`src/rtl/mem_req_initiator_pkg.sv`:
```
// Shared definitions for mem_req_initiator: FSM encoding, request word layout and
// timeout counter sizing.
package mem_req_initiator_pkg;

    localparam logic [1:0] IDLE   = 2'd0;
    localparam logic [1:0] ACTIVE = 2'd1;
    localparam logic [1:0] RESP   = 2'd2;

    // Buffered request word: {wr, addr[15:0], wdata[15:0]}
    localparam int REQ_W = 33;

    // Counter width able to hold cycles-1
    function automatic int timeout_width(input int cycles);
        return (cycles > 1) ? $clog2(cycles) : 1;
    endfunction

endpackage

```
`src/rtl/mem_req_initiator_req_fifo.sv`:
```
// req_fifo: small request buffer for mem_req_initiator. Full/empty are derived from
// read/write pointers that carry one extra wrap bit.
module req_fifo
    import mem_req_initiator_pkg::*;
#(
    parameter int WIDTH = REQ_W,
    parameter int DEPTH = 2
) (
    input  logic             clk,
    input  logic             rst,
    input  logic             push,
    input  logic             pop,
    input  logic [WIDTH-1:0] din,
    output logic             full,
    output logic             empty,
    output logic [WIDTH-1:0] head
);

    localparam int AW = $clog2(DEPTH);
    localparam logic [AW:0] PTR_ONE = 1;

    logic [AW:0]      wr_ptr_q;
    logic [AW:0]      rd_ptr_q;
    logic [WIDTH-1:0] mem_q [DEPTH];

    assign empty = (wr_ptr_q == rd_ptr_q);
    assign full  = (wr_ptr_q[AW] != rd_ptr_q[AW]) &&
                   (wr_ptr_q[AW-1:0] == rd_ptr_q[AW-1:0]);
    assign head  = mem_q[rd_ptr_q[AW-1:0]];

    // Pointer update; push is only ever issued when not full, pop only when not empty
    always_ff @(posedge clk or posedge rst) begin
        if (rst) begin
            wr_ptr_q <= '0;
            rd_ptr_q <= '0;
        end else begin
            if (push) wr_ptr_q <= wr_ptr_q + PTR_ONE;
            if (pop)  rd_ptr_q <= rd_ptr_q + PTR_ONE;
        end
    end

    // Storage write; contents need no reset since empty gates every read
    always_ff @(posedge clk) begin
        if (push) mem_q[wr_ptr_q[AW-1:0]] <= din;
    end

endmodule

```
`src/rtl/mem_req_initiator.sv`:
```
// mem_req_initiator: buffers pipeline load/store requests and issues them one at a time
// on the mem_system Rd/Wr/Done interface, returning data/hit/error as a one-cycle pulse.
// Optional feature macro: PERF_CNT_EN builds saturating hit/miss counters.
module mem_req_initiator
    import mem_req_initiator_pkg::*;
#(
    parameter int FIFO_DEPTH     = 2,
    parameter int TIMEOUT_CYCLES = 64
) (
    input  logic        clk,
    input  logic        rst,
    input  logic        req_valid,
    output logic        req_ready,
    input  logic        req_wr,
    input  logic [15:0] req_addr,
    input  logic [15:0] req_wdata,
    output logic        rsp_valid,
    output logic [15:0] rsp_rdata,
    output logic        rsp_hit,
    output logic        rsp_err,
    output logic [15:0] mem_addr,
    output logic [15:0] mem_datain,
    output logic        mem_rd,
    output logic        mem_wr,
    input  logic [15:0] mem_dataout,
    input  logic        mem_done,
    input  logic        mem_stall,
    input  logic        mem_cachehit,
    input  logic        mem_err,
    output logic [15:0] hit_count,
    output logic [15:0] miss_count
);

    localparam int TO_W = timeout_width(TIMEOUT_CYCLES);
    localparam logic [TO_W-1:0] TO_LAST = TO_W'(TIMEOUT_CYCLES - 1);

    logic [1:0]       state_q, state_d;
    logic             cur_wr_q;
    logic [15:0]      addr_q;
    logic [15:0]      wdata_q;
    logic [15:0]      rdata_q;
    logic             hit_q;
    logic             err_q;
    logic [TO_W-1:0]  to_cnt_q;

    logic             fifo_full;
    logic             fifo_empty;
    logic [REQ_W-1:0] fifo_head;
    logic             push;
    logic             pop;
    logic             timed_out;
    logic             unused_stall;

    // Stall is informational only; the FSM waits purely on Done
    assign unused_stall = mem_stall;

    assign req_ready = !fifo_full;
    assign push      = req_valid && !fifo_full;
    assign pop       = (state_q == IDLE) && !fifo_empty;
    assign timed_out = (to_cnt_q == TO_LAST);

    req_fifo #(
        .WIDTH (REQ_W),
        .DEPTH (FIFO_DEPTH)
    ) u_req_fifo (
        .clk   (clk),
        .rst   (rst),
        .push  (push),
        .pop   (pop),
        .din   ({req_wr, req_addr, req_wdata}),
        .full  (fifo_full),
        .empty (fifo_empty),
        .head  (fifo_head)
    );

    // Next-state: misaligned requests skip the bus; Done beats timeout in ACTIVE
    always_comb begin
        state_d = state_q;
        case (state_q)
            IDLE:    if (pop) state_d = fifo_head[16] ? RESP : ACTIVE;
            ACTIVE:  if (mem_done || timed_out) state_d = RESP;
            RESP:    state_d = IDLE;
            default: state_d = IDLE;
        endcase
    end

    // State register plus request/response capture and timeout counting
    always_ff @(posedge clk or posedge rst) begin
        if (rst) begin
            state_q  <= IDLE;
            cur_wr_q <= 1'b0;
            addr_q   <= '0;
            wdata_q  <= '0;
            rdata_q  <= '0;
            hit_q    <= 1'b0;
            err_q    <= 1'b0;
            to_cnt_q <= '0;
        end else begin
            state_q <= state_d;
            if (pop) begin
                cur_wr_q <= fifo_head[32];
                addr_q   <= fifo_head[31:16];
                wdata_q  <= fifo_head[15:0];
                rdata_q  <= '0;
                hit_q    <= 1'b0;
                err_q    <= fifo_head[16];
                to_cnt_q <= '0;
            end else if (state_q == ACTIVE) begin
                if (mem_done) begin
                    rdata_q <= (cur_wr_q || mem_err) ? 16'h0000 : mem_dataout;
                    hit_q   <= mem_cachehit;
                    err_q   <= mem_err;
                end else if (timed_out) begin
                    hit_q <= 1'b0;
                    err_q <= 1'b1;
                end else begin
                    to_cnt_q <= to_cnt_q + 1'b1;
                end
            end
        end
    end

    // Bus and response outputs decoded from registered state only
    always_comb begin
        mem_rd     = (state_q == ACTIVE) && !cur_wr_q;
        mem_wr     = (state_q == ACTIVE) && cur_wr_q;
        mem_addr   = addr_q;
        mem_datain = wdata_q;
        rsp_valid  = (state_q == RESP);
        rsp_rdata  = rsp_valid ? rdata_q : 16'h0000;
        rsp_hit    = rsp_valid && hit_q;
        rsp_err    = rsp_valid && err_q;
    end

`ifdef PERF_CNT_EN
    logic [15:0] hit_cnt_q;
    logic [15:0] miss_cnt_q;

    // Saturating hit/miss counts over error-free responses
    always_ff @(posedge clk or posedge rst) begin
        if (rst) begin
            hit_cnt_q  <= '0;
            miss_cnt_q <= '0;
        end else if (rsp_valid && !err_q) begin
            if (hit_q) begin
                if (hit_cnt_q != 16'hFFFF) hit_cnt_q <= hit_cnt_q + 16'd1;
            end else begin
                if (miss_cnt_q != 16'hFFFF) miss_cnt_q <= miss_cnt_q + 16'd1;
            end
        end
    end

    assign hit_count  = hit_cnt_q;
    assign miss_count = miss_cnt_q;
`else
    assign hit_count  = 16'h0000;
    assign miss_count = 16'h0000;
`endif

endmodule

```
`config.mk`:
```
export PLATFORM = sky130hd
export DESIGN_NAME = mem_req_initiator
export DESIGN_NICKNAME = d
export VERILOG_FILES = /design/src/rtl/mem_req_initiator_pkg.sv /design/src/rtl/mem_req_initiator_req_fifo.sv /design/src/rtl/mem_req_initiator.sv
export SDC_FILE = /design/constraint.sdc
export NUM_CORES = 1
export LEC_CHECK = 0
export ABC_AREA = 1
export BUFFER_PORTS_ARGS = -buffer_cell sky130_fd_sc_hd__buf_2
export CORE_MARGIN = 2
export CORE_UTILIZATION = 40
export CTS_CLUSTER_DIAMETER = 80
export DETAILED_ROUTE_END_ITERATION = 16
export SYNTH_ARGS = -nofsm -noshare
export SYNTH_HDL_FRONTEND = slang
export SYNTH_SLANG_ARGS = --single-unit
```
`constraint.sdc`:
```
create_clock -name clk -period 7.1 [get_ports clk]
set_input_delay 0.71 -clock clk [delete_from_list [all_inputs] [get_ports clk]]
set_output_delay 0.71 -clock clk [all_outputs]
set_load 0.01 [all_outputs]
```
After elaboration in Yosys (flattened, before gate mapping)
Memories as Yosys holds them, arrays and structs flattened.
Index checks and enable logic that the tools add are counted.
{ "totals": {"reg_bits": 63, "mem_bits_rw": 66, "in_bits": 56, "out_inout_bits": 86, "elab_cells": 67, "n_memories": 1} }
{ "op_classes": {"addsub": 3, "n_eq_ne": 10, "n_mux": 23, "reduce_logical": 20} }
{ "memory_table": {"columns": ["memory", "words", "word_bits", "rd", "rd_clocked_by_memory_dff", "wr", "line_no", "rtl"], "rows": [
  ["u_req_fifo.mem_q", 2, 33, 1, 0, 1, "mem_req_initiator_req_fifo.sv:24", "logic [WIDTH-1:0] mem_q [DEPTH];"]
]} }
{ "op_table": {"columns": ["op", "count"], "rows": [
  ["two-way mux 16 bit", 5],
  ["two-way mux 6 bit", 4],
  ["two-way mux 1 bit", 10],
  ["logical AND 1 bit", 7],
  ["adder 6 x 1 -> 6 bit (second input constant)", 1],
  ["== test 6 bit (second input constant)", 1],
  ["two-way mux 2 bit", 3],
  ["inequality test 2 bit (second input constant)", 3],
  ["AND reduction 2 bit", 3],
  ["adder 2 x 1 -> 2 bit (second input constant)", 2],
  ["case mux 2 bit (2 select lines)", 1],
  ["nonzero test 2 bit", 2],
  ["logical NOT 1 bit", 3],
  ["AND reduction 3 bit", 1],
  ["nonzero test 3 bit", 1],
  ["== test 2 x 1 -> 1 bit (second input constant)", 1],
  ["== test 2 bit", 1],
  ["== test 2 bit (second input constant)", 1],
  ["logical NOT 2 bit", 1],
  ["logical OR 1 bit", 2],
  ["inequality test 2 x 1 -> 1 bit (second input constant)", 1],
  ["== test 1 bit", 1],
  ["inequality test 1 bit", 1]
]} }

Depth between registers and ports, before layout
Gate-level depths: netlist of the first run.
{ "depth": {"ltp_word": 6, "mapped_depth": 11, "ltp_nobuf": 9} }

Cells and area by module
Synthesis of the first run repeated with hierarchy kept, for this count alone.
{ "unflattened": {"cells_unflattened": 554, "hier_area_um2": 5619.1} }
{ "by_module_without_submodules": {"columns": ["mod", "n_inst", "cells_per_inst", "area_each_um2", "seq_area_each_um2"], "rows": [
  ["mem_req_initiator", 1, 353, 2944.1, 1476.4],
  ["req_fifo", 1, 201, 2675.1, 2082.0]
]} }

Worst setup path before layout of the first run
No wires, ideal clock.
{ "synth_path": {"kind": "reg-to-reg", "start": "register u_req_fifo.rd_ptr_q[0]", "end": "memory u_req_fifo.mem_q[1][0] in the netlist's numbering, enable pin", "setup_time_ps": 426, "arrival_ps": 2326, "t_required_ps": 6674, "slack_ps": 4348, "stages_incl_launch_ff": 7, "path_buffers": 1, "period_less_slack_ps": 2752, "cell_sequence": "dfrtp_1 buf_6 nand2_1 nand2_1 nand3_1 nand2_1 nor2_1"} }
{ "synth_between": {"elab_chain_len": 6} }
{ "synth_rtl": {"columns": ["item", "line_no", "rtl"], "rows": [
  ["start, declared", "mem_req_initiator_req_fifo.sv:23", "logic [AW:0] rd_ptr_q;"],
  ["start signal, assigned", "mem_req_initiator_req_fifo.sv:38", "if (pop) rd_ptr_q <= rd_ptr_q + PTR_ONE;"],
  ["== test 1 bit", "mem_req_initiator_req_fifo.sv:28", "(wr_ptr_q[AW-1:0] == rd_ptr_q[AW-1:0]);"],
  ["logical AND 1 bit", "mem_req_initiator_req_fifo.sv:27", "assign full = (wr_ptr_q[AW] != rd_ptr_q[AW]) &&"],
  ["logical NOT 1 bit", null, null],
  ["via req_ready", "mem_req_initiator.sv:13", "output logic req_ready,"],
  ["logical AND 1 bit", "mem_req_initiator.sv:58", "assign push = req_valid && !fifo_full;"],
  ["two-way mux 1 bit", "mem_req_initiator_req_fifo.sv:44", "if (push) mem_q[wr_ptr_q[AW-1:0]] <= din;"],
  ["two-way mux 1 bit (implied by the code)", "mem_req_initiator_req_fifo.sv:44", null],
  ["end, declared", "mem_req_initiator_req_fifo.sv:24", null]
]} }
The timed path passes the listed nets, and every way through them passes these cells.

Final worst setup path of the first run
{ "layout_path": {"start": "register u_req_fifo.rd_ptr_q[0]", "end": "memory u_req_fifo.mem_q[1][23] in the netlist's numbering, enable pin"} }
{ "layout_between": {"elab_chain_len": 6} }
{ "layout_rtl": {"columns": ["item", "line_no"], "rows": [
  ["== test 1 bit", "mem_req_initiator_req_fifo.sv:28"],
  ["logical AND 1 bit", "mem_req_initiator_req_fifo.sv:27"],
  ["logical NOT 1 bit", "mem_req_initiator.sv:58"],
  ["logical AND 1 bit", "mem_req_initiator.sv:58"],
  ["two-way mux 1 bit", "mem_req_initiator_req_fifo.sv:44"],
  ["two-way mux 1 bit (implied by the code)", "mem_req_initiator_req_fifo.sv:44"]
]} }
No other way between the ends.

==> impl_metrics.prom, run 1 <==
# TYPE chip_impl_metric gauge
chip_impl_metric{name="achievable-frequency",unit="GHz"} 0.3470
chip_impl_metric{name="core_area",unit="um^2"} 13140
chip_impl_metric{name="clk_latency",unit="ns"} 0.41
chip_impl_metric{name="final.setup_skew",unit="ns"} 0.01763
chip_impl_metric{name="floorplan.initialDensity",unit="%"} 40.79
chip_impl_metric{name="post_synth_inst_count",unit=""} 471
chip_impl_info{name="most-common-layout-cells",value="sky130_fd_sc_hd__buf_2 (108), sky130_fd_sc_hd__nand2_1 (80), sky130_fd_sc_hd__edfxtp_1 (66), sky130_fd_sc_hd__dfrtp_1 (62), sky130_fd_sc_hd__o21ai_0 (49)"} 1
chip_impl_info{name="cts_tree",value="built"} 1
chip_impl_metric{name="sequential_to_total_area_share_from_yosys_stat",unit="%"} 66.40
chip_impl_metric{name="post_cts.repair.setup_buffers",unit=""} 0
chip_impl_metric{name="grt_start_max_net_pins",unit=""} 81
chip_impl_metric{name="buffer_ports.inserted",unit=""} 108
chip_impl_metric{name="final_nets",unit=""} 636
chip_impl_metric{name="clock_sink_count",unit=""} 129
chip_impl_metric{name="cts_resized",unit=""} 0
chip_impl_metric{name="grt.overflow.total",unit=""} 0
chip_impl_metric{name="synth_cell_types",unit=""} 27
chip_impl_metric{name="io_pins",unit=""} 142
chip_impl_metric{name="power.leakage",unit="nW"} 2.994
chip_impl_metric{name="antennaDiodeCount",unit=""} 0
chip_impl_metric{name="final_hold_violations",unit=""} 0
chip_impl_metric{name="clock_power_share",unit="%"} 30.8
chip_impl_metric{name="postSynthRegisterBits",unit=""} 129
chip_impl_metric{name="period_share",unit="%"} 40.59
chip_impl_metric{name="placer_congestion",unit=""} 0.7771
chip_impl_metric{name="vias",unit=""} 3503
chip_impl_metric{name="initial_antenna_violation_count",unit=""} 1
chip_impl_metric{name="setup_tns",unit="ns"} 0
chip_impl_metric{name="seqPwrFrac",unit="%"} 41.0
chip_impl_info{name="layout.cells.most_common",value="sky130_fd_sc_hd__buf_2"} 1
chip_impl_info{name="cp-start-kind",value="flop"} 1
chip_impl_metric{name="number_of_clock_buffers_inserted_by_tritoncts",unit=""} 17
chip_impl_metric{name="grt.total_usage",unit="%"} 14.76
chip_impl_metric{name="power.net_switching",unit="W"} 0.001038
chip_impl_metric{name="flow.area_growth_from_synthesis",unit="%"} 22.23
chip_impl_metric{name="slew_violations",unit=""} 0
chip_impl_metric{name="routedWlPerCell",unit="um"} 13.04
chip_impl_metric{name="p_int",unit="W"} 0.002010
chip_impl_metric{name="vias_per_cell",unit=""} 4.561
chip_impl_metric{name="regArea",unit="um^2"} 3560
chip_impl_metric{name="holdWs",unit="ns"} 0.4765
chip_impl_metric{name="multi_input_area",unit="um^2"} 1453
chip_impl_metric{name="die_area",unit="um^2"} 14340
chip_impl_metric{name="worstPathRequired",unit="ns"} 7.12
chip_impl_metric{name="postSynthAreaPerCell",unit="um^2"} 11.38
chip_impl_metric{name="critPathMaxFanout",unit=""} 36
chip_impl_info{name="timing_worst_setup_path_type",value="reg -> reg"} 1
chip_impl_info{name="worstSetupEndpointType",value="flop"} 1
chip_impl_metric{name="finalWorstPathRequiredPeriod",unit="ns"} 2.882
chip_impl_metric{name="number_of_max_cap_violations",unit=""} 0
chip_impl_metric{name="final-setup-viol-count",unit=""} 0
chip_impl_metric{name="combinational_power_share",unit="%"} 28.1
chip_impl_metric{name="power.ir.vdd_worst",unit="uV"} 199.1
chip_impl_metric{name="utilization",unit="%"} 49.86
chip_impl_info{name="grt_setup_unrepaired",value="false"} 1
chip_impl_metric{name="die_span_x",unit="um"} 119.7
chip_impl_info{name="root_buffer",value="sky130_fd_sc_hd__clkbuf_16"} 1
chip_impl_metric{name="final_antenna_net_count",unit=""} 0
chip_impl_metric{name="max-clock-path-buffers",unit=""} 2
chip_impl_metric{name="cts_hold_repair.buffers",unit=""} 0
chip_impl_info{name="run_status",value="finished clean"} 1
chip_impl_metric{name="clock_tree.htree_level_count",unit=""} 4
chip_impl_metric{name="first_global_vias",unit=""} 3403
chip_impl_metric{name="tightest_slew",unit="ns"} 1.132
chip_impl_metric{name="yosys_warnings",unit=""} 0
chip_impl_metric{name="power_per_cell_area",unit="nW/um^2"} 465.3
chip_impl_metric{name="wirelength",unit="mm"} 10.02
chip_impl_metric{name="clk_pin_slew_worst_paths",unit="ns"} 0.05
chip_impl_metric{name="placement_row_count",unit=""} 42
chip_impl_metric{name="first_pass_grt_wire_length",unit="mm"} 16.40
chip_impl_info{name="min-delay-path-class",value="reg -> reg"} 1
chip_impl_metric{name="drt_iter0_drc",unit=""} 135
chip_impl_metric{name="die_h",unit="um"} 119.7
chip_impl_metric{name="place_hpwl",unit="mm"} 6.197
chip_impl_metric{name="max-slew-margin-rel",unit="%"} 24.52
chip_impl_metric{name="switch_share",unit="%"} 34.05
chip_impl_metric{name="detail_route.drc_violations",unit=""} 0
chip_impl_metric{name="netlist_area",unit="um^2"} 5359
chip_impl_metric{name="arrival_worst_endpoint",unit="ns"} 2.90
chip_impl_metric{name="drive_gt1_share",unit="%"} 25.34
chip_impl_metric{name="dr.pass1.iters",unit=""} 5
chip_impl_metric{name="fillerInstances",unit=""} 1212
==> flip-flops by register name, indices dropped and copies added, names as in the netlist <==
register             count
u_req_fifo.rd_ptr_q      2
mem_datain              16
u_req_fifo.mem_q        66
mem_addr                16
hit_q                    1
state_q                  2
to_cnt_q                 6
cur_wr_q                 1
u_req_fifo.wr_ptr_q      2
rdata_q                 16
err_q                    1
==> kinds of logic (layout without fill, tap and decap cells) <==
logic type / count (synthesis) / after routing / share of synthesized area [%]
AO/OA/AOI/OAI: 56 / 56 / 5.230
multiplexers: 32 / 32 / 5.977
flip-flops: 129 / 129 / 66.40
buffers and inverters: 85 / 175 / 8.942
AND/OR/NAND/NOR: 163 / 163 / 12.49
adder cells (fa/ha/maj): 1 / 1 / 0.2334
XOR/XNOR: 4 / 4 / 0.6537
other: 1 / 32 / 0.06998
==> metrics by stage <==
step                      setup WS, ns  total power, W  instance area [um^2]  cells
after floorplan                  4.348        0.001881                  5475    502
final                            4.218        0.003048                  6550    768
after CTS                        4.098        0.003097                  6550    768
after global placement           4.175        0.002111                  5911    736
after global routing             3.907        0.003261                  6550    768
after detailed placement         4.154        0.002142                  5911    736
==> synthesized netlist by cell type <==
cell type / n / area (um^2)
sky130_fd_sc_hd__a21oi_1: 2 / 10.01
sky130_fd_sc_hd__buf_1: 1 / 3.750
sky130_fd_sc_hd__buf_2: 10 / 50.05
sky130_fd_sc_hd__buf_4: 32 / 240.2
sky130_fd_sc_hd__buf_6: 3 / 33.78
sky130_fd_sc_hd__clkbuf_1: 3 / 11.26
sky130_fd_sc_hd__clkbuf_2: 2 / 10.01
sky130_fd_sc_hd__clkinv_1: 3 / 11.26
sky130_fd_sc_hd__conb_1: 1 / 3.750
sky130_fd_sc_hd__dfrtp_1: 63 / 1577
sky130_fd_sc_hd__edfxtp_1: 66 / 1982
sky130_fd_sc_hd__ha_1: 1 / 12.51
sky130_fd_sc_hd__inv_1: 28 / 105.1
sky130_fd_sc_hd__inv_2: 2 / 7.510
sky130_fd_sc_hd__inv_4: 1 / 6.260
sky130_fd_sc_hd__mux2i_1: 32 / 320.3
sky130_fd_sc_hd__nand2_1: 80 / 300.3
sky130_fd_sc_hd__nand2_2: 2 / 12.51
sky130_fd_sc_hd__nand2_4: 1 / 11.26
sky130_fd_sc_hd__nand3_1: 29 / 145.1
sky130_fd_sc_hd__nand4_1: 2 / 12.51
sky130_fd_sc_hd__nor2_1: 47 / 176.4
sky130_fd_sc_hd__nor2_2: 1 / 6.260
sky130_fd_sc_hd__nor3_1: 1 / 5.000
sky130_fd_sc_hd__o21ai_0: 49 / 245.2
sky130_fd_sc_hd__o21ai_1: 5 / 25.02
sky130_fd_sc_hd__xor2_1: 4 / 35.03
==> power groups by stage <==
stage	Combinational, W	Clock (W)	Sequential (W)
3_5_place_dp	0.000878	0	0.00126
3_3_place_gp	0.000856	0	0.00125
4_1_cts	0.000882	0.000959	0.00126
6_report	0.000858	0.000940	0.00125
5_1_grt	0.000984	0.000994	0.00128
2_1_floorplan	0.000651	0	0.00123
==> final cells by class <==
| class | count | area share, % |
|---|---|---|
| multi-input cells | 288 | 22.18 |
| clock inverters | 15 | 3.266 |
| well taps | 176 | 3.362 |
| flip-flops and latches | 129 | 54.35 |
| inverters | 34 | 1.987 |
| clock buffers | 17 | 6.495 |
| repair buffers | 109 | 8.367 |
==> worst max-delay path: stages, from the launching register on <==
cell,delay [ns]
sky130_fd_sc_hd__dfrtp_2,1.10
sky130_fd_sc_hd__inv_4,0.06
sky130_fd_sc_hd__nand2_1,0.09
sky130_fd_sc_hd__nand2_1,0.07
sky130_fd_sc_hd__nand3_1,0.14
sky130_fd_sc_hd__nand2_1,0.18
sky130_fd_sc_hd__nor2_4,0.83
==> worst paths after layout <==
kind / slack, ns / end / start / cells after the start
setup / recovery: 4.22 / u_req_fifo.mem_q[1][23]$_DFFE_PP_ / u_req_fifo.rd_ptr_q[0]$_DFFE_PP0P_ / 6
hold / removal: 0.48 / mem_datain[13]$_DFFE_PP0P_ / mem_datain[13]$_DFFE_PP0P_ / 2
setup reg to reg: 4.22 / u_req_fifo.mem_q[1][23]$_DFFE_PP_ / u_req_fifo.rd_ptr_q[0]$_DFFE_PP0P_ / 6
hold reg to reg: 0.48 / mem_datain[13]$_DFFE_PP0P_ / mem_datain[13]$_DFFE_PP0P_ / 2
max in group asynchronous: 5.95 / u_req_fifo.rd_ptr_q[0]$_DFFE_PP0P_ / rst / 3
min in group asynchronous: 0.54 / rdata_q[10]$_DFFE_PP0P_ / rst / 3
==> metal layers <==
layer  track usage (%)  share of wire, %  wire length (um)  vias up
met1             18.62                44              4442     1646
met2             23.43                47              4719      120
met3             4.895               7.2               719       10
li1                  -                 -                 -     1727
met4             6.176               1.4               136        0
met5                 0                 0                 0        -
Note: power is estimated with default switching activity, not from simulation.
==> run 2, diff against run 1 <==
==> constraint.sdc (replaced) <==
create_clock -name clk -period 2.8 [get_ports clk]
set_input_delay 0.28 -clock clk [delete_from_list [all_inputs] [get_ports clk]]
set_output_delay 0.28 -clock clk [all_outputs]
set_load 0.01 [all_outputs]
==> run 2 against run 1 <==
Non-clock buffer count up 6. Global-route usage hardly changed. First-iteration DRC count is 3.7% higher. Sequential cell count stayed put. Hold slack got worse by 0.42 ns. Critical path type is now reg -> out. Critical endpoint is now rsp_rdata[7]. Highest routed layer unchanged.
==> impl_metrics.prom, run 2 (same netlist as run 1, synthesis figures left out) <==
# TYPE chip_impl_metric gauge
chip_impl_info{name="run_status",value="finished clean"} 1
chip_impl_info{name="critical_path.top_delay_family",value="buffers and inverters"} 1
chip_impl_metric{name="clock_tree.htree_level_count",unit=""} 4
chip_impl_metric{name="max-slew-margin-rel",unit="%"} 55.69
chip_impl_metric{name="detail_route.drc_violations",unit=""} 0
chip_impl_metric{name="core_area",unit="um^2"} 13140
chip_impl_metric{name="die_h",unit="um"} 119.7
chip_impl_metric{name="finalWorstPathRequiredPeriod",unit="ns"} 2.100
chip_impl_metric{name="drive_gt1_share",unit="%"} 26.09
chip_impl_info{name="root_buffer",value="sky130_fd_sc_hd__clkbuf_16"} 1
chip_impl_metric{name="die_area",unit="um^2"} 14340
chip_impl_metric{name="worstPathRequired",unit="ns"} 2.52
chip_impl_info{name="cts_tree",value="built"} 1
chip_impl_metric{name="number_of_clock_buffers_inserted_by_tritoncts",unit=""} 17
chip_impl_metric{name="grt_use_met3",unit="%"} 5.989
chip_impl_metric{name="io_pins",unit=""} 142
chip_impl_info{name="worstSetupEndpointType",value="output port"} 1
chip_impl_metric{name="power.ir.vdd_worst",unit="uV"} 613.3
chip_impl_metric{name="final_nets",unit=""} 642
chip_impl_metric{name="first_pass_grt_wire_length",unit="mm"} 16.24
chip_impl_info{name="timing_worst_setup_path_type",value="reg -> out"} 1
chip_impl_metric{name="period_share",unit="%"} 75.02
chip_impl_metric{name="max-clock-path-buffers",unit=""} 2
chip_impl_info{name="min-delay-path-class",value="in -> reg"} 1
chip_impl_metric{name="clk_pin_slew_worst_paths",unit="ns"} 0.06
chip_impl_metric{name="initial_antenna_violation_count",unit=""} 1
chip_impl_metric{name="clk_latency",unit="ns"} 0.41
chip_impl_metric{name="floorplan.initialDensity",unit="%"} 40.79
chip_impl_metric{name="finalPower",unit="W"} 0.007552
chip_impl_info{name="global_route.peak_usage_layer",value="met2"} 1
chip_impl_metric{name="power.leakage",unit="nW"} 3.009
chip_impl_metric{name="placer_congestion",unit=""} 0.7763
chip_impl_metric{name="arrival_worst_endpoint",unit="ns"} 1.82
chip_impl_metric{name="buffer_ports.inserted",unit=""} 108
chip_impl_metric{name="final_antenna_net_count",unit=""} 0
chip_impl_metric{name="dr.pass1.iters",unit=""} 5
chip_impl_info{name="timing.critical_path.mode_cell",value="sky130_fd_sc_hd__nor2_1"} 1
chip_impl_metric{name="die_span_x",unit="um"} 119.7
chip_impl_metric{name="met1_usage",unit="%"} 18.07
chip_impl_metric{name="drt_iter0_drc",unit=""} 140
chip_impl_metric{name="vias_per_cell",unit=""} 4.503
chip_impl_metric{name="wirelength",unit="mm"} 9.875
chip_impl_metric{name="place_hpwl",unit="mm"} 6.542
chip_impl_metric{name="vias",unit=""} 3490
chip_impl_metric{name="grt.overflow.total",unit=""} 0
chip_impl_metric{name="final.setup_skew",unit="ns"} 0.007719
chip_impl_metric{name="achievable-frequency",unit="GHz"} 0.4761
chip_impl_info{name="most-common-layout-cells",value="sky130_fd_sc_hd__buf_2 (108), sky130_fd_sc_hd__nand2_1 (80), sky130_fd_sc_hd__edfxtp_1 (66), sky130_fd_sc_hd__dfrtp_1 (62), sky130_fd_sc_hd__o21ai_0 (49)"} 1
chip_impl_metric{name="flow.area_growth_from_synthesis",unit="%"} 22.93
chip_impl_metric{name="largest_reg_flops",unit=""} 66
chip_impl_metric{name="number_of_max_cap_violations",unit=""} 0
chip_impl_metric{name="final-setup-viol-count",unit=""} 0
chip_impl_metric{name="final_hold_violations",unit=""} 0
chip_impl_info{name="layout.cells.most_common",value="sky130_fd_sc_hd__buf_2"} 1
chip_impl_metric{name="gr-usage-met2",unit="%"} 23.25
chip_impl_metric{name="critPathMaxFanout",unit=""} 18
chip_impl_info{name="cp-start-kind",value="flop"} 1
chip_impl_info{name="cp_slowest_cell",value="sky130_fd_sc_hd__clkinv_1"} 1
chip_impl_metric{name="grt.total_usage",unit="%"} 14.77
chip_impl_metric{name="setup_tns",unit="ns"} 0
chip_impl_metric{name="placement_row_count",unit=""} 42
chip_impl_info{name="crit_path_cell_trace",value="inv_1, nor2_1, clkinv_1, nor2_1, buf_2"} 1
chip_impl_metric{name="cp_slowest_stage_delay",unit="ns"} 0.42
chip_impl_metric{name="routedWlPerCell",unit="um"} 12.74
chip_impl_info{name="grt_setup_unrepaired",value="false"} 1
chip_impl_metric{name="slew_violations",unit=""} 0
chip_impl_metric{name="first_global_vias",unit=""} 3373
chip_impl_metric{name="tightest_slew",unit="ns"} 0.6636
chip_impl_metric{name="clock_sink_count",unit=""} 129
chip_impl_metric{name="crit_path_buffers_inverters",unit=""} 3
chip_impl_metric{name="power_per_cell_area",unit="nW/um^2"} 1146
chip_impl_metric{name="grt_start_max_net_pins",unit=""} 56
run 2: cell count changes in the layout (fill, tap and decap cells not counted), moves of 2 or more:
cell / change
sky130_fd_sc_hd__buf_12: +3
sky130_fd_sc_hd__bufinv_16: -3
sky130_fd_sc_hd__buf_4: +2
sky130_fd_sc_hd__clkbuf_8: +2
sky130_fd_sc_hd__clkinv_4: +2
run 2: through the flow:
| stage | hold slack, ns | util [%] | instances | area [um^2] | worst slack (ns) |
|---|---|---|---|---|---|
| final | 0.05218 | 50.14 | 775 | 6588 | 0.6996 |
| after global routing | 0.03497 | 50.12 | 774 | 6585 | 0.4842 |
| after CTS | 0.03561 | 50.12 | 774 | 6585 | 0.6891 |
| after detailed placement | 0.4360 | 45.56 | 741 | 5986 | 0.9144 |
| after global placement | 0.4427 | 45.56 | 741 | 5986 | 0.9630 |
| after floorplan | 0.3789 | - | 502 | 5475 | 0.04791 |
run 2: final timing paths:
kind	start	end	cells after the start	slack, ns
max	state_q[1]$_DFFE_PP0P_	rsp_rdata[7]	5	0.70
min reg2reg	mem_addr[2]$_DFFE_PP0P_	mem_addr[2]$_DFFE_PP0P_	2	0.48
min in group asynchronous	rst	mem_addr[11]$_DFFE_PP0P_	3	0.54
max reg2reg	u_req_fifo.wr_ptr_q[0]$_DFFE_PP0P_	mem_datain[2]$_DFFE_PP0P_	7	0.97
max in group asynchronous	rst	u_req_fifo.rd_ptr_q[0]$_DFFE_PP0P_	4	1.63
min	req_wdata[9]	u_req_fifo.mem_q[1][9]$_DFFE_PP_	1	0.05
run 2: power breakdown:
part / total [W] / switching [W] / internal [W]
logic: 0.00237 / 0.00154 / 0.000838
registers: 0.00304 / 0.000299 / 0.00274
clock network: 0.00214 / 0.000790 / 0.00135
total: 0.00755 / 0.00262 / 0.00493
run 2: area by class of cell:
| type | instances | area (um^2) |
|---|---|---|
| Antenna cell | 1 | 2.502 |
| Clock buffer | 19 | 452.9 |
| Timing Repair Buffer | 115 | 633.1 |
| Fill cell | 1176 | 6550 |
| Multi-Input combinational cell | 288 | 1453 |
| Clock inverter | 13 | 136.4 |
| Inverter | 34 | 130.1 |
| Sequential cell | 129 | 3560 |
| Tap cell | 176 | 220.2 |
run 2: metal layers:
metal	up-vias	share of wire, %
li1	1739	-
met1	1608	44
met2	134	46
met3	9	8.3
met4	0	1.1
met5	-	0
run 2: timing repair:
| item | in CTS | in global routing |
|---|---|---|
| hold endpoints to repair | 4 | 0 |
| gates resized for setup | 0 | 0 |
| buffers inserted | 0 | 0 |
| setup endpoints to repair | 0 | 0 |
| hold buffers | 1 | 0 |
==> run 3, diff against run 2 <==
--- a/config.mk
+++ b/config.mk
@@ -11,6 +11,7 @@
 export CORE_UTILIZATION = 40
 export CTS_CLUSTER_DIAMETER = 80
 export DETAILED_ROUTE_END_ITERATION = 16
+export PLACE_DENSITY = 0.66
 export SYNTH_ARGS = -nofsm -noshare
 export SYNTH_HDL_FRONTEND = slang
 export SYNTH_SLANG_ARGS = --single-unit
==> constraint.sdc (replaced) <==
create_clock -name clk -period 1.8 [get_ports clk]
set_input_delay 0.18 -clock clk [delete_from_list [all_inputs] [get_ports clk]]
set_output_delay 0.18 -clock clk [all_outputs]
set_load 0.01 [all_outputs]
==> run 3 against run 2 <==
Global-route usage rose by 0.44 points. Clock power grew 49%. Non-clock buffer count is 41 higher. Register-to-register slack lost 0.71 ns. Utilization is 2.9 points higher. Cell area increased by 5.8%. Clock skew hardly changed. Clock-buffer cell count grew 1.
==> impl_metrics.prom, run 3 (same netlist as run 1, synthesis figures left out) <==
# TYPE chip_impl_metric gauge
chip_impl_metric{name="final_nets",unit=""} 683
chip_impl_metric{name="finalWorstPathRequiredPeriod",unit="ns"} 1.650
chip_impl_metric{name="drive_gt1_share",unit="%"} 25.51
chip_impl_metric{name="final.setup_skew",unit="ns"} 0.007427
chip_impl_metric{name="finalInstanceArea",unit="um^2"} 6972
chip_impl_metric{name="grt.total_usage",unit="%"} 15.21
chip_impl_metric{name="max-clock-path-buffers",unit=""} 2
chip_impl_metric{name="placement_row_count",unit=""} 42
chip_impl_metric{name="power_per_cell_area",unit="nW/um^2"} 1713
chip_impl_metric{name="setup_tns",unit="ns"} 0
chip_impl_info{name="min-delay-path-class",value="in -> reg"} 1
chip_impl_metric{name="power.ir.vdd_worst",unit="uV"} 822.9
chip_impl_metric{name="final_hold_violations",unit=""} 0
chip_impl_info{name="layout.cells.most_common",value="sky130_fd_sc_hd__buf_2"} 1
chip_impl_metric{name="detail_route.drc_violations",unit=""} 0
chip_impl_metric{name="period_share",unit="%"} 91.66
chip_impl_metric{name="place_area",unit="um^2"} 6066
chip_impl_metric{name="final-setup-viol-count",unit=""} 0
chip_impl_info{name="cts_tree",value="built"} 1
chip_impl_info{name="grt_setup_unrepaired",value="false"} 1
chip_impl_metric{name="grt_start_max_net_pins",unit=""} 33
chip_impl_metric{name="routedWlPerCell",unit="um"} 12.60
chip_impl_metric{name="die_area",unit="um^2"} 14340
chip_impl_metric{name="io_pins",unit=""} 142
chip_impl_metric{name="die_h",unit="um"} 119.7
chip_impl_metric{name="first_pass_grt_wire_length",unit="mm"} 16.99
chip_impl_metric{name="vias_per_cell",unit=""} 4.458
chip_impl_metric{name="arrival_worst_endpoint",unit="ns"} 1.47
chip_impl_metric{name="critPathMaxFanout",unit=""} 18
chip_impl_info{name="most-common-layout-cells",value="sky130_fd_sc_hd__buf_2 (108), sky130_fd_sc_hd__nand2_1 (79), sky130_fd_sc_hd__edfxtp_1 (66), sky130_fd_sc_hd__dfrtp_1 (62), sky130_fd_sc_hd__o21ai_0 (49)"} 1
chip_impl_metric{name="die_span_x",unit="um"} 119.7
chip_impl_metric{name="antennaDiodeCount",unit=""} 0
chip_impl_metric{name="flow.area_growth_from_synthesis",unit="%"} 30.10
chip_impl_metric{name="clk_pin_slew_worst_paths",unit="ns"} 0.05
chip_impl_metric{name="drt_iter0_drc",unit=""} 188
chip_impl_metric{name="slew_violations",unit=""} 0
chip_impl_metric{name="core_area",unit="um^2"} 13140
chip_impl_metric{name="achievable-frequency",unit="GHz"} 0.6061
chip_impl_metric{name="largest_reg_flops",unit=""} 66
chip_impl_metric{name="finalPower",unit="W"} 0.01195
chip_impl_metric{name="buffer_ports.inserted",unit=""} 108
chip_impl_metric{name="number_of_max_cap_violations",unit=""} 0
chip_impl_metric{name="utilization",unit="%"} 53.07
chip_impl_info{name="cp-start-kind",value="flop"} 1
chip_impl_metric{name="clock_sink_count",unit=""} 129
chip_impl_info{name="timing_worst_setup_path_type",value="reg -> out"} 1
chip_impl_metric{name="vias",unit=""} 3633
chip_impl_metric{name="worstPathRequired",unit="ns"} 1.62
chip_impl_metric{name="power.leakage",unit="nW"} 3.171
chip_impl_metric{name="initial_antenna_violation_count",unit=""} 0
chip_impl_metric{name="placer_congestion",unit=""} 0.7923
chip_impl_metric{name="number_of_clock_buffers_inserted_by_tritoncts",unit=""} 17
chip_impl_metric{name="first_global_vias",unit=""} 3498
chip_impl_metric{name="clock_tree.htree_level_count",unit=""} 4
chip_impl_metric{name="grt.overflow.total",unit=""} 0
chip_impl_metric{name="wirelength",unit="mm"} 10.27
chip_impl_metric{name="floorplan.initialDensity",unit="%"} 40.79
chip_impl_info{name="worstSetupEndpointType",value="output port"} 1
chip_impl_info{name="root_buffer",value="sky130_fd_sc_hd__clkbuf_16"} 1
chip_impl_metric{name="post_cts.repair.setup_buffers",unit=""} 0
chip_impl_metric{name="final_antenna_net_count",unit=""} 0
chip_impl_metric{name="place_hpwl",unit="mm"} 6.835
chip_impl_metric{name="dr.pass1.iters",unit=""} 5
chip_impl_info{name="run_status",value="finished clean"} 1
chip_impl_metric{name="clk_latency",unit="ns"} 0.40
run 3: cell count changes in the layout (fill, tap and decap cells not counted), sizes merged:
cell         before  now
dlygate4sd3       1   34
clkbuf           19   20
buf             114  122
diode             1    0
clkinv           10    9
inv              32   31
clkinvlp          3    4
run 3: per-layer routing:
| metal | up-vias | global-route usage [%] | part of all wire [%] |
|---|---|---|---|
| met5 | - | 0 | 0 |
| met4 | 0 | 5.809 | 1.4 |
| met3 | 10 | 4.373 | 6.9 |
| met2 | 141 | 24.64 | 46 |
| met1 | 1661 | 19.42 | 45 |
| li1 | 1821 | - | - |
run 3: per-stage QoR:
stage	hold WS [ns]	cells	setup WS, ns
detailed placement	0.1399	749	0.2524
finish	0.05232	815	0.1501
CTS	0.03602	815	0.07014
global route	0.06342	815	0.03371
floorplan	0.2789	502	0.01270
global placement	0.1339	749	0.2749
run 3: cell type report:
cell class                      count  area (um^2)
Timing Repair Buffer              156         1036
Multi-Input combinational cell    288         1468
Sequential cell                   129         3560
Fill cell                        1132         6166
Clock buffer                       20        436.7
Clock inverter                     12        117.6
Inverter                           34        133.9
Tap cell                          176        220.2
run 3: final timing paths:
kind,start,to,slack (ns),cells after the start
setup / recovery,state_q[0]$_DFFE_PP0P_,rsp_hit,0.15,5
hold / removal,mem_cachehit,hit_q$_DFFE_PP0P_,0.05,3
setup reg to reg,u_req_fifo.wr_ptr_q[0]$_DFFE_PP0P_,u_req_fifo.mem_q[1][20]$_DFFE_PP_,0.26,7
hold reg to reg,state_q[1]$_DFFE_PP0P_,state_q[1]$_DFFE_PP0P_,0.46,1
max in group asynchronous,rst,to_cnt_q[4]$_DFFE_PP0P_,0.88,4
min in group asynchronous,rst,rdata_q[13]$_DFFE_PP0P_,0.27,3
run 3: timing repair:
action                                  CTS  global route
endpoints found under the hold margin    76             0
endpoints found under the setup margin    0            19
resized for setup                         0             3
hold buffers                             34             0
run 3: where the power goes:
group	internal (W)	switching, W	total [W]
Combinational	0.00155	0.00249	0.00404
Sequential	0.00426	0.000465	0.00472
Clock	0.00201	0.00117	0.00318
run 3: critical path, stage by stage, from the launching register on:
cell and delay, ns:
sky130_fd_sc_hd__dfrtp_1 0.43, sky130_fd_sc_hd__nor2_4 0.15, sky130_fd_sc_hd__clkinv_1 0.06, sky130_fd_sc_hd__buf_4 0.18
sky130_fd_sc_hd__nor2_1 0.11, sky130_fd_sc_hd__buf_2 0.14
